## config.mk

```make
export PLATFORM = sky130hd
export DESIGN_NAME = control_unit
export DESIGN_NICKNAME = d
export VERILOG_FILES = /design/src/rtl/k_and_s_pkg.sv /design/src/rtl/control_unit.sv
export SDC_FILE = /design/constraint.sdc
export NUM_CORES = 1
export LEC_CHECK = 0
export BUFFER_PORTS_ARGS = -buffer_cell sky130_fd_sc_hd__clkbuf_2
export CAP_MARGIN = 40
export CORE_AREA = 4 4 41 43
export CTS_BUF_LIST = sky130_fd_sc_hd__clkbuf_4
export CTS_CLUSTER_DIAMETER = 60
export DETAILED_ROUTE_END_ITERATION = 16
export DIE_AREA = 0 0 45 47
export PLACE_DENSITY = 0.71
export SLEW_MARGIN = 5
export SYNTH_ARGS = -nofsm -noshare
export SYNTH_HDL_FRONTEND = slang
export SYNTH_SLANG_ARGS = --single-unit
```

## constraint.sdc

```tcl
create_clock -name clk -period 2 [get_ports clk]
set_clock_uncertainty 0.1 [all_clocks]
set_input_delay 0.4 -clock clk [delete_from_list [all_inputs] [get_ports clk]]
set_output_delay 0.4 -clock clk [all_outputs]
set_load 0.01 [all_outputs]
```

## src/rtl/k_and_s_pkg.sv

```systemverilog
// Shared types and constants for the K&S processor core: instruction decode
// values coming out of data_path, the control FSM state set, ALU operation
// codes, and small decode helpers used by the control unit.
package k_and_s_pkg;

  // Instruction decode produced by data_path from the instruction register.
  // Encodings 16..31 are unused and are treated as NOP by the control unit.
  typedef enum logic [4:0] {
    I_NOP    = 5'd0,
    I_LOAD   = 5'd1,
    I_STORE  = 5'd2,
    I_MOVE   = 5'd3,
    I_ADD    = 5'd4,
    I_SUB    = 5'd5,
    I_AND    = 5'd6,
    I_OR     = 5'd7,
    I_BRANCH = 5'd8,
    I_BZERO  = 5'd9,
    I_BNZERO = 5'd10,
    I_BNEG   = 5'd11,
    I_BNNEG  = 5'd12,
    I_BOV    = 5'd13,
    I_BNOV   = 5'd14,
    I_HALT   = 5'd15
  } decoded_instruction_type;

  // Control FSM states.
  typedef enum logic [2:0] {
    S_FETCH     = 3'd0,
    S_DECODE    = 3'd1,
    S_EXEC_ALU  = 3'd2,
    S_LOAD_ADDR = 3'd3,
    S_LOAD_WB   = 3'd4,
    S_STORE     = 3'd5,
    S_BRANCH    = 3'd6,
    S_HALT      = 3'd7
  } ctrl_state_type;

  // ALU operation select driven onto data_path.
  localparam logic [1:0] ALU_ADD = 2'b00;
  localparam logic [1:0] ALU_AND = 2'b01;
  localparam logic [1:0] ALU_OR  = 2'b10;
  localparam logic [1:0] ALU_SUB = 2'b11;

  // True for instructions that write back an ALU result.
  function automatic logic is_alu_instr(input decoded_instruction_type instr);
    logic result;
    case (instr)
      I_ADD, I_SUB, I_AND, I_OR, I_MOVE: result = 1'b1;
      default:                           result = 1'b0;
    endcase
    return result;
  endfunction

  // True for the six flag-dependent branches.
  function automatic logic is_cond_branch(input decoded_instruction_type instr);
    logic result;
    case (instr)
      I_BZERO, I_BNZERO, I_BNEG, I_BNNEG, I_BOV, I_BNOV: result = 1'b1;
      default:                                           result = 1'b0;
    endcase
    return result;
  endfunction

  // Evaluate a conditional branch against the registered flags.
  function automatic logic cond_holds(input decoded_instruction_type instr,
                                      input logic zero_f,
                                      input logic neg_f,
                                      input logic sovf_f);
    logic result;
    case (instr)
      I_BZERO:  result = zero_f;
      I_BNZERO: result = ~zero_f;
      I_BNEG:   result = neg_f;
      I_BNNEG:  result = ~neg_f;
      I_BOV:    result = sovf_f;
      I_BNOV:   result = ~sovf_f;
      default:  result = 1'b0;
    endcase
    return result;
  endfunction

  // ALU op for the execute cycle. MOVE is an OR of a register with itself.
  function automatic logic [1:0] alu_op_for(input decoded_instruction_type instr);
    logic [1:0] result;
    case (instr)
      I_ADD:   result = ALU_ADD;
      I_AND:   result = ALU_AND;
      I_OR:    result = ALU_OR;
      I_SUB:   result = ALU_SUB;
      I_MOVE:  result = ALU_OR;
      default: result = ALU_ADD;
    endcase
    return result;
  endfunction

  // Arithmetic/logic ops update the flags; MOVE leaves them untouched.
  function automatic logic alu_sets_flags(input decoded_instruction_type instr);
    logic result;
    case (instr)
      I_ADD, I_SUB, I_AND, I_OR: result = 1'b1;
      default:                   result = 1'b0;
    endcase
    return result;
  endfunction

endpackage

```

## src/rtl/control_unit.sv

```systemverilog
// Multi-cycle control FSM for the K&S core. Sequences one instruction at a
// time (2-4 cycles) and drives the data_path strobes plus the RAM write
// enable. Outputs are decoded from the state register; the ALU op and
// flag-write choice for EXEC_ALU are captured in DECODE so that the execute
// cycle stays a pure function of registered state. A synchronous reset
// forces every output low in the cycle it is asserted, so an interrupted
// instruction performs no write and does not retire.
module control_unit
  import k_and_s_pkg::*;
(
  input  logic                    clk,
  input  logic                    rst,
  input  decoded_instruction_type decoded_instruction,
  input  logic                    zero_op,
  input  logic                    neg_op,
  input  logic                    unsigned_overflow,
  input  logic                    signed_overflow,
  output logic                    branch,
  output logic                    pc_enable,
  output logic                    ir_enable,
  output logic                    addr_sel,
  output logic                    c_sel,
  output logic [1:0]              operation,
  output logic                    write_reg_enable,
  output logic                    flags_reg_enable,
  output logic                    ram_write_enable,
  output logic                    halt,
  output logic                    instr_retired
);

  ctrl_state_type state_q, state_d;
  logic [1:0]     alu_op_q, alu_op_d;
  logic           alu_flags_q, alu_flags_d;

  // The carry flag has no branch condition in this instruction set.
  logic unused_carry_s;
  assign unused_carry_s = unsigned_overflow;

  // State register plus the execute-cycle ALU controls captured in DECODE.
  always_ff @(posedge clk) begin
    if (rst) begin
      state_q     <= S_FETCH;
      alu_op_q    <= ALU_ADD;
      alu_flags_q <= 1'b0;
    end else begin
      state_q     <= state_d;
      alu_op_q    <= alu_op_d;
      alu_flags_q <= alu_flags_d;
    end
  end

  // Next-state selection and per-state output decode.
  always_comb begin
    state_d          = state_q;
    alu_op_d         = alu_op_q;
    alu_flags_d      = alu_flags_q;
    branch           = 1'b0;
    pc_enable        = 1'b0;
    ir_enable        = 1'b0;
    addr_sel         = 1'b0;
    c_sel            = 1'b0;
    operation        = ALU_ADD;
    write_reg_enable = 1'b0;
    flags_reg_enable = 1'b0;
    ram_write_enable = 1'b0;
    halt             = 1'b0;
    instr_retired    = 1'b0;

    if (rst) begin
      // All strobes held low; the register reloads FETCH on this edge.
      state_d = S_FETCH;
    end else begin
      case (state_q)
        S_FETCH: begin
          addr_sel  = 1'b0;
          ir_enable = 1'b1;
          state_d   = S_DECODE;
        end

        S_DECODE: begin
          pc_enable   = 1'b1;
          branch      = 1'b0;
          alu_op_d    = alu_op_for(decoded_instruction);
          alu_flags_d = alu_sets_flags(decoded_instruction);
          if (is_alu_instr(decoded_instruction)) begin
            state_d = S_EXEC_ALU;
          end else if (decoded_instruction == I_LOAD) begin
            state_d = S_LOAD_ADDR;
          end else if (decoded_instruction == I_STORE) begin
            state_d = S_STORE;
          end else if (decoded_instruction == I_BRANCH) begin
            state_d = S_BRANCH;
          end else if (is_cond_branch(decoded_instruction)) begin
            if (cond_holds(decoded_instruction, zero_op, neg_op, signed_overflow)) begin
              state_d = S_BRANCH;
            end else begin
              // Not-taken branch completes here.
              state_d       = S_FETCH;
              instr_retired = 1'b1;
            end
          end else if (decoded_instruction == I_HALT) begin
            state_d = S_HALT;
          end else begin
            // NOP and unused encodings complete here.
            state_d       = S_FETCH;
            instr_retired = 1'b1;
          end
        end

        S_EXEC_ALU: begin
          c_sel            = 1'b0;
          write_reg_enable = 1'b1;
          operation        = alu_op_q;
          flags_reg_enable = alu_flags_q;
          instr_retired    = 1'b1;
          state_d          = S_FETCH;
        end

        S_LOAD_ADDR: begin
          // Memory read-latency cycle with the operand address applied.
          addr_sel = 1'b1;
          state_d  = S_LOAD_WB;
        end

        S_LOAD_WB: begin
          addr_sel         = 1'b1;
          c_sel            = 1'b1;
          write_reg_enable = 1'b1;
          instr_retired    = 1'b1;
          state_d          = S_FETCH;
        end

        S_STORE: begin
          addr_sel         = 1'b1;
          ram_write_enable = 1'b1;
          instr_retired    = 1'b1;
          state_d          = S_FETCH;
        end

        S_BRANCH: begin
          pc_enable     = 1'b1;
          branch        = 1'b1;
          instr_retired = 1'b1;
          state_d       = S_FETCH;
        end

        S_HALT: begin
          // Parked until reset.
          halt    = 1'b1;
          state_d = S_HALT;
        end

        default: begin
          state_d = S_FETCH;
        end
      endcase
    end
  end

endmodule

```

==> flow_metrics.env <==
export IMPL_outcome="finished, final reports clean"
export IMPL_cp_end_kind="output pin"
export IMPL_grt_max_degree=9
export IMPL_syn_inst=76
export IMPL_synth_nets=87
export IMPL_root_buffer="clkbuf_4"
export IMPL_period_share_pct=98.5
export IMPL_die_area_sq_um=2120
export IMPL_crit_required_ns=1.50
export IMPL_ys_flop_type="dfxtp_1"
export IMPL_wl_per_cell_um=11.6
export IMPL_initial_core_util_pct=42.9
export IMPL_stdcell_count=117
export IMPL_yosysTopAreaCell="dfxtp_1"
export IMPL_irDropWorstVdd_mv=0.368
export IMPL_area_growth_pct=32.1
export IMPL_slew_viol_final=0
export IMPL_drc=0
export IMPL_worstReg2RegStart="state_q[2]"
export IMPL_finalCriticalPeriod_ns=1.97
export IMPL_drtPass1Iterations=4
export IMPL_timing_fmax_mhz=508
export IMPL_hold_viol=0
export IMPL_synth_most_common_cell="nand2_1"
export IMPL_yosysWarnings=0
export IMPL_critPathLaunchType="primary input"
export IMPL_diodes=0
export IMPL_cts_sinks=6
export IMPL_grt_first_pass_wirelength_um=2100
export IMPL_antenna_found_initial=0
export IMPL_insertion_delay_ns=0.25
export IMPL_rows=13
export IMPL_dp_cells=113
export IMPL_grt_ovfl_total=0
export IMPL_ys_ff_latch=6
export IMPL_setup_viol=0
export IMPL_rsz0062_at_grt="true"
export IMPL_total_power_uw=341
export IMPL_syn_avg_cell_area_sq_um=7.34
export IMPL_ctsHoldBuffers=0
export IMPL_ant_nets=0
export IMPL_hpwl_um=1030
export IMPL_cp_arrival_ns=1.47
export IMPL_power_static_leakage_uw=0.000340
export IMPL_synthArstFlopShare_pct=0
export IMPL_viasPerCell=5.35
export IMPL_nets=115
export IMPL_min_path_type="reg -> reg"
export IMPL_globalplace_congestion=0.749
export IMPL_drt_initial_drc_count=16
export IMPL_coreArea_sq_um=1300
export IMPL_synth_top_area_share_pct=21.5
export IMPL_synth_area_sq_um=558
export IMPL_synth_edff_count=0
export IMPL_vias=626
export IMPL_power_density_nw_per_um2=463
export IMPL_clockBufferDepth=2
export IMPL_worst_pin_slew_ns=0.364
export IMPL_synth_cell_type_count=33
export IMPL_cts_max_level=1
export IMPL_port_buffers=21
export IMPL_maxCapViolCount=0
export IMPL_path_clk_slew_ns=0.04
export IMPL_crit_type="in -> out"
export IMPL_numCtsBuffers=3
export IMPL_grt_pass1_vias=527
export IMPL_io_pins=23
export IMPL_relSlewSlack_pct=75.5
export IMPL_track_usage_pct=13.1
export IMPL_startpoint="decoded_instruction[0]"
export IMPL_synth_common_cells="nand2_1, a21oi_1, nor2_1"
export IMPL_yosys_top_cells_area="dfxtp_1, a21oi_1, nand2_1"
export IMPL_wirelength_um=1360
export IMPL_drive_above_1_share_pct=43.1
export IMPL_yosysSeqAreaShare_pct=21.5
export IMPL_worstHoldStart="alu_flags_q"
export IMPL_cts_tree="yes"
export IMPL_die_width_um=45
export IMPL_die_y_um=47
export IMPL_cp_max_fo=6
==> logic make-up (layout without fill, tap and decap cells) <==
group,after synthesis,count (layout),share of synthesized area (%)
compound gates,20,20,22.4
xor+xnor,1,1,1.57
buf+inv,7,33,9.19
flops,6,6,21.5
mux,2,2,3.81
simple gates,40,40,41.5
==> sequential cells by signal (all words and copies together) (netlist names) <==
name / count
state_q: 3
alu_flags_q: 1
alu_op_q: 2
==> power breakdown <==
group,switching (uW),internal (uW)
Clock,44.0,67.9
Combinational,52.8,45.9
Sequential,6.23,125
Total,103,238
==> path summary, 6_finish.rpt <==
| kind | end | slack [ns] | depth (start not counted) |
|---|---|---|---|
| worst max-delay path | instr_retired | 0.03 | 6 |
| worst min-delay path | alu_flags_q | 0.34 | 2 |
| worst max register to register | alu_op_q[1] | 0.77 | 4 |
| worst min register to register | alu_flags_q | 0.34 | 2 |
==> cell type report <==
class                   instances  area (sq um)
fillers                       123           564
multi-input cells              63           409
repair buffers                 28           158
flip-flops and latches          6           121
clock buffers                   3          22.5
well taps                      15          18.8
inverters                       2          7.51
==> placed cells by master, fill, tap and decap left out, types with 2 or more instances in the layout <==
cell type / Yosys / layout
inv_1: 2 / 2
nor2_1: 7 / 7
a21oi_1: 8 / 7
nor3_1: 3 / 3
dfxtp_1: 6 / 5
o21ai_0: 4 / 3
buf_4: 0 / 7
and3_1: 2 / 2
and2_1: 4 / 4
nand3_1: 2 / 2
o22ai_1: 2 / 2
or2_2: 3 / 3
clkbuf_2: 1 / 21
nand2_1: 10 / 10
clkbuf_4: 0 / 3
==> worst max-delay path, cell delays in order <==
cell and delay [ns]:
clkbuf_2 0.13, and3b_4 0.21, nor4_4 0.29, nor4b_2 0.09, a41o_1 0.23, clkbuf_2 0.12
==> per-stage QoR <==
stage               cell area, sq um  setup TNS (ns)  setup WS (ns)  hold WS, ns  utilization, %
CTS                              722               0         0.0263        0.347            55.5
global route                     737         -0.0516        -0.0352        0.376            56.6
detailed placement               683               0        0.00549        0.341            52.5
global placement                 683               0       0.000190        0.337            52.5
finish                           737               0         0.0299        0.344            56.6
floorplan                        558               0          0.158        0.327               -
==> per-layer routing <==
| layer | GRT usage, % | part of all wire, % | vias up |
|---|---|---|---|
| met5 | 0 | 0 | - |
| met2 | 21.8 | 50 | 12 |
| met3 | 4.60 | 4.8 | 0 |
| li1 | - | - | 331 |
| met4 | 1.75 | 0 | 0 |
| met1 | 16.9 | 45 | 283 |
==> repair_timing <==
item / CTS / global route
buffers inserted: 1 / 0
pin swaps: 0 / 1
endpoints found under the setup margin: 1 / 5
gates resized for setup: 2 / 4
(Power assumes the default switching activity.)
